[src/rtl/pc_sequencer.sv]
// rtl/pc_sequencer.sv - next-PC select and pipeline freeze/flush control with deferred redirects
module pc_sequencer #(
    parameter logic [31:0] RESET_PC  = 32'h0000_0000,
    parameter int          MAX_STALL = 16,
    parameter int          CNT_W     = 5
) (
    input  logic        clk_i,
    input  logic        rst_i,
    input  logic        start_i,
    input  logic [31:0] pc_i,
    input  logic        branch_taken_i,
    input  logic [31:0] branch_target_i,
    input  logic        jump_i,
    input  logic [31:0] jump_target_i,
    input  logic        load_use_i,
    input  logic        mem_stall_i,
    output logic [31:0] pc_next_o,
    output logic        pc_write_o,
    output logic        stall_o,
    output logic        hazard_o,
    output logic        if_id_write_o,
    output logic        if_flush_o,
    output logic        id_ex_bubble_o,
    output logic        timeout_o,
    output logic [1:0]  state_o
);

    typedef enum logic [1:0] {
        S_IDLE     = 2'd0,
        S_RUN      = 2'd1,
        S_MEM_WAIT = 2'd2
    } state_t;

    localparam logic [CNT_W-1:0] L_MAX_STALL = CNT_W'(MAX_STALL);
    localparam logic [CNT_W-1:0] L_CNT_ONE   = CNT_W'(1);

    state_t             r_state;
    logic               r_pend_valid;
    logic [31:0]        r_pend_target;
    logic [CNT_W-1:0]   r_stall_cnt;
    logic               r_timeout;

    state_t             w_state_next;
    logic               w_pend_valid_next;
    logic [31:0]        w_pend_target_next;
    logic [CNT_W-1:0]   w_stall_cnt_next;
    logic               w_timeout_next;

    logic               w_redirect;
    logic [31:0]        w_redirect_target;
    logic [31:0]        w_pc_seq;
    logic               w_active;

    assign w_redirect        = jump_i | branch_taken_i;
    assign w_redirect_target = jump_i ? jump_target_i : branch_target_i;
    assign w_pc_seq          = pc_i + 32'd4;
    assign w_active          = start_i && (r_state == S_RUN || r_state == S_MEM_WAIT);

    always_ff @(posedge clk_i) begin
        if (!rst_i) begin
            r_state       <= S_IDLE;
            r_pend_valid  <= 1'b0;
            r_pend_target <= 32'd0;
            r_stall_cnt   <= '0;
            r_timeout     <= 1'b0;
        end else begin
            r_state       <= w_state_next;
            r_pend_valid  <= w_pend_valid_next;
            r_pend_target <= w_pend_target_next;
            r_stall_cnt   <= w_stall_cnt_next;
            r_timeout     <= w_timeout_next;
        end
    end

    always_comb begin
        pc_next_o          = pc_i;
        pc_write_o         = 1'b0;
        stall_o            = 1'b0;
        hazard_o           = 1'b0;
        if_id_write_o      = 1'b0;
        if_flush_o         = 1'b0;
        id_ex_bubble_o     = 1'b0;
        w_state_next       = r_state;
        w_pend_valid_next  = r_pend_valid;
        w_pend_target_next = r_pend_target;
        w_stall_cnt_next   = r_stall_cnt;
        w_timeout_next     = r_timeout;

        if (!w_active) begin
            pc_next_o = RESET_PC;
            stall_o   = 1'b1;
            if (!start_i) begin
                w_state_next      = S_IDLE;
                w_pend_valid_next = 1'b0;
                w_stall_cnt_next  = '0;
            end else begin
                w_state_next = S_RUN;
            end
        end else if (mem_stall_i) begin
            // Whole pipe frozen; only the oldest redirect seen during the stall is kept.
            stall_o      = 1'b1;
            w_state_next = S_MEM_WAIT;
            if (r_state == S_RUN) begin
                w_stall_cnt_next = L_CNT_ONE;
            end else if (r_stall_cnt >= L_MAX_STALL) begin
                w_stall_cnt_next = L_MAX_STALL;
            end else begin
                w_stall_cnt_next = r_stall_cnt + L_CNT_ONE;
            end
            if (w_stall_cnt_next == L_MAX_STALL) begin
                w_timeout_next = 1'b1;
            end
            if (w_redirect && !r_pend_valid) begin
                w_pend_valid_next  = 1'b1;
                w_pend_target_next = w_redirect_target;
            end
        end else begin
            w_state_next     = S_RUN;
            w_stall_cnt_next = '0;
            if (r_pend_valid) begin
                // Deferred redirect is older than anything in ID now, so it wins.
                pc_next_o         = r_pend_target;
                pc_write_o        = 1'b1;
                if_id_write_o     = 1'b1;
                if_flush_o        = 1'b1;
                w_pend_valid_next = 1'b0;
            end else if (w_redirect) begin
                pc_next_o     = w_redirect_target;
                pc_write_o    = 1'b1;
                if_id_write_o = 1'b1;
                if_flush_o    = 1'b1;
            end else if (load_use_i) begin
                hazard_o       = 1'b1;
                id_ex_bubble_o = 1'b1;
            end else begin
                pc_next_o     = w_pc_seq;
                pc_write_o    = 1'b1;
                if_id_write_o = 1'b1;
            end
        end
    end

    assign timeout_o = r_timeout;
    assign state_o   = r_state;

endmodule
[config.mk]
export PLATFORM = sky130hd
export DESIGN_NAME = pc_sequencer
export DESIGN_NICKNAME = d
export VERILOG_FILES = /design/src/rtl/pc_sequencer.sv
export SDC_FILE = /design/constraint.sdc
export NUM_CORES = 1
export LEC_CHECK = 0
export ABC_AREA = 1
export CAP_MARGIN = 20
export CORE_MARGIN = 8
export CORE_UTILIZATION = 42
export CTS_BUF_LIST = sky130_fd_sc_hd__clkbuf_4 sky130_fd_sc_hd__clkbuf_8
export CTS_CLUSTER_DIAMETER = 100
export DETAILED_ROUTE_END_ITERATION = 10
export PLACE_DENSITY = 0.89
export SLEW_MARGIN = 5
export SYNTH_ARGS = -nofsm -noshare
export SYNTH_HDL_FRONTEND = slang
export SYNTH_SLANG_ARGS = --single-unit
[constraint.sdc]
create_clock -name clk_i -period 1.71 [get_ports clk_i]
set_clock_uncertainty 0.05 [all_clocks]
set_input_delay 0.2565 -clock clk_i [delete_from_list [all_inputs] [get_ports clk_i]]
set_output_delay 0.2565 -clock clk_i [all_outputs]
set_load 0.005 [all_outputs]
==> results_dict.tcl <==
set metrics [dict create \
    comb_power_share_pct 39.6 \
    finalCritPeriodShare_pct 148 \
    max_cap_viol_count 0 \
    fp-row-count 34 \
    synth_cell_types 39 \
    cts_buffers 5 \
    layout-drive-gt1-share_pct 40.7 \
    hold_path.class "flop to flop" \
    antennaDiodeCount 0 \
    worstMarginPinSlew_ns 0.475 \
    timing.critical_path.slowest_cell_delay_ns 0.36 \
    track_usage_pct 30.3 \
    critPathLaunchType "flop" \
    clk_path_buf_depth 2 \
    drtPass1Iterations 7 \
    intPower_w 0.00222 \
    fmax_mhz 395 \
    status "finished with violations" \
    dp_hpwl_mm 12.5 \
    grt_overflow 0 \
    critPathRequiredTime_ns 1.40 \
    peakVddDrop_mv 0.337 \
    met1_usage_pct 33.6 \
    synth_warnings 0 \
    drt-initial-drc-count 824 \
    dp.cells 961 \
    cts_tree "yes" \
    met2_usage_pct 50.8 \
    portBuffers 143 \
    p_clk_share_pct 30.9 \
    regArea_um2 823 \
    totalPowerFinal_w 0.00340 \
    path_max_fanout 6 \
    fin_ws_ns -0.825 \
    setup.worst_path.class "flop to primary output" \
    syn_inst 635 \
    fillCellCount 509 \
    critPathCaptureType "primary output" \
    die-area_um2 12300 \
    fp.dieW_um 111 \
    setup_viol 73 \
    finalMaxSlewViolations 0 \
    insertion_delay_ns 0.34 \
    fin_area_um2 7200 \
    drc 0 \
    fp.dieH_um 111 \
    synthesis.nets 742 \
    grt_max_degree 30 \
    swShare_pct 34.8 \
    p_leak_nw 3.32 \
    fin_cells 1012 \
    synth-edff-count 0 \
    grt_pass1_vias 5962 \
    cp_slowest_cell "dfxtp_2" \
    multi_input_area_um2 3080 \
    synth_most_common_cell "nand2_1" \
    synth_common_cells "nand2_1, inv_1, o21ai_0" \
    gp_congestion 0.915 \
    crit_arrival_ns 2.23 \
    postSynthAreaPerCell_um2 5.95 \
    seqPwrFrac_pct 29.5 \
    via_count 6275 \
    root_buffer "clkbuf_8" \
    switchingPower_w 0.00118 \
    hold_viol_final 0 \
    cts-htree-levels 2 \
    grt_antenna_before_repair 0 \
    synth.largest_area_cell "dfxtp_1" \
    postSynthRegisterBits 41 \
    clock_sinks 41 \
    routed_wl_mm 23.9 \
    postRouteAntennaNets 0 \
    netlist_area_um2 3780 \
    initial_core_util_pct 43.3 \
    grt_setup_unrepaired "true" \
    path_clk_slew_ns 0.11 \
    nNetsFinal 1010 \
    seq_area_frac_synth_pct 21.7 \
    power_density_nw_per_um2 472 \
    design.core.area_um2 8720 \
    place_ws_ns -1.08 \
    areaGrowthSynthToFinish_pct 90.6 \
    relSlewSlack_pct 68.0 \
    routedWlPerCell_um 23.6 \
    cp_top_family "compound AO/OA/AOI/OAI gates" \
    routed_via_density 6.20 \
    critPathBufInv 4 \
    top_usage_layer "met2" \
    worstPathCellList "inv_2 -> ha_4 -> nor2_4 -> nand2_4 -> buf_12 -> clkinvlp_4 -> o21ai_2 -> a21oi_2 -> a22o_1 -> buf_2" \
    yosys.area.top_type_share_pct 21.7 \
    synthTopCellsByArea "dfxtp_1, nand2_1, o21ai_0, a21oi_1, inv_1" \
    synth_flop_cell "dfxtp_1" \
    grt_pass1_wl_mm 30.9 \
    async_reset_ff_share_pct 0 \
    violations "negative setup slack" \
    groute.layer.met3.usage_pct 8.12 \
    period_needed_ns 2.53 \
    placed_cell_area_um2 6030 \
    pin_count 144 \
]
## kinds of logic after synthesis
group / share of synthesized area, %
AOI/OAI and AO/OA: 22.7
xor gates and xnor gates: 1.85
adders and majority gates: 1.32
buffers and inverters: 12.7
DFF: 21.7
muxes: 5.40
and+or+nand+nor: 34.3
## path summary, 6_finish.rpt
check                           slack, ns  depth (start not counted)                             end              startpoint
worst max register to register      -0.35                         11  r_pend_target[17]$_SDFFE_PN0P_   state_o[1]$_SDFF_PN0_
worst min-delay path                 0.44                          2          timeout_o$_SDFFE_PN0P_  timeout_o$_SDFFE_PN0P_
worst max-delay path                -0.82                         10                   pc_next_o[10]   state_o[1]$_SDFF_PN0_
worst min register to register       0.44                          2          timeout_o$_SDFFE_PN0P_  timeout_o$_SDFFE_PN0P_
## final cells by class
class                      count  share of cell area [%]
clock buffer                   5                   0.955
multi-input combinational    482                    42.8
clock inverter                 3                   0.955
timing repair buffer         291                    37.2
timing repair inverter         1                   0.104
sequential                    41                    11.4
tap                          108                    1.88
inverter                      81                    4.64
## routing by layer
metal,wire (um),up-vias,part of all wire (%)
met5,0,-,0
met4,2060,0,8.6
met3,3230,209,14
met2,10700,609,45
met1,7860,2830,33
li1,-,2627,-
## tightest hold or removal path: cells and delay by family, from the launching register on
family | cells | cell delay (ns)
buf+inv | 1 | 0.05
compound gates | 1 | 0.06
flops | 1 | 0.33
## power groups by stage
stage	Combinational, W	Clock (W)	Sequential [W]
after floorplan	0.000399	0	0.00102
after global placement	0.000997	0	0.00102
after detailed placement	0.00102	0	0.00102
after CTS	0.00114	0.000982	0.00100
after global routing	0.00140	0.00107	0.00101
final	0.00135	0.00105	0.00101
## per-stage QoR
| step | util [%] | hold WS (ns) | setup TNS [ns] |
|---|---|---|---|
| finish | 82.6 | 0.438 | -27.25 |
| global route | 82.6 | 0.453 | -30.51 |
| CTS | 78.3 | 0.412 | -19.05 |
| detailed placement | 69.2 | 0.395 | -42.22 |
| global placement | 69.2 | 0.387 | -39.72 |
| floorplan | - | 0.345 | -0.00158 |
## placed cells by master (no fill, tap or decap), types with 8 or more instances in the layout
cell,n
a211oi_1,8
a211oi_2,9
a21oi_1,34
a21oi_2,17
buf_12,13
buf_2,32
buf_4,111
buf_6,24
clkbuf_2,11
clkdlybuf4s50_1,80
dfxtp_1,39
inv_1,70
mux2_2,11
mux2i_1,8
nand2_1,148
nand2_2,23
nand3_1,22
nor2_1,40
nor2_2,12
nor2_4,14
o21ai_0,27
o21ai_1,9
o21ai_2,26
## repair_timing
action / in CTS / in global routing
setup endpoints to repair: 71 / 75
setup buffers: 32 / 13
hold buffers: 0 / 0
resized for setup: 314 / 125
pin swaps: 57 / 55
gates cloned: 6 / 0
## sequential cells by signal, summed over array words and instances (netlist names)
| name | count |
|---|---|
| r_pend_target | 32 |
| r_stall_cnt | 5 |
| state_o | 2 |
| r_pend_valid | 1 |
| timeout_o | 1 |
(Power assumes the default switching activity.)
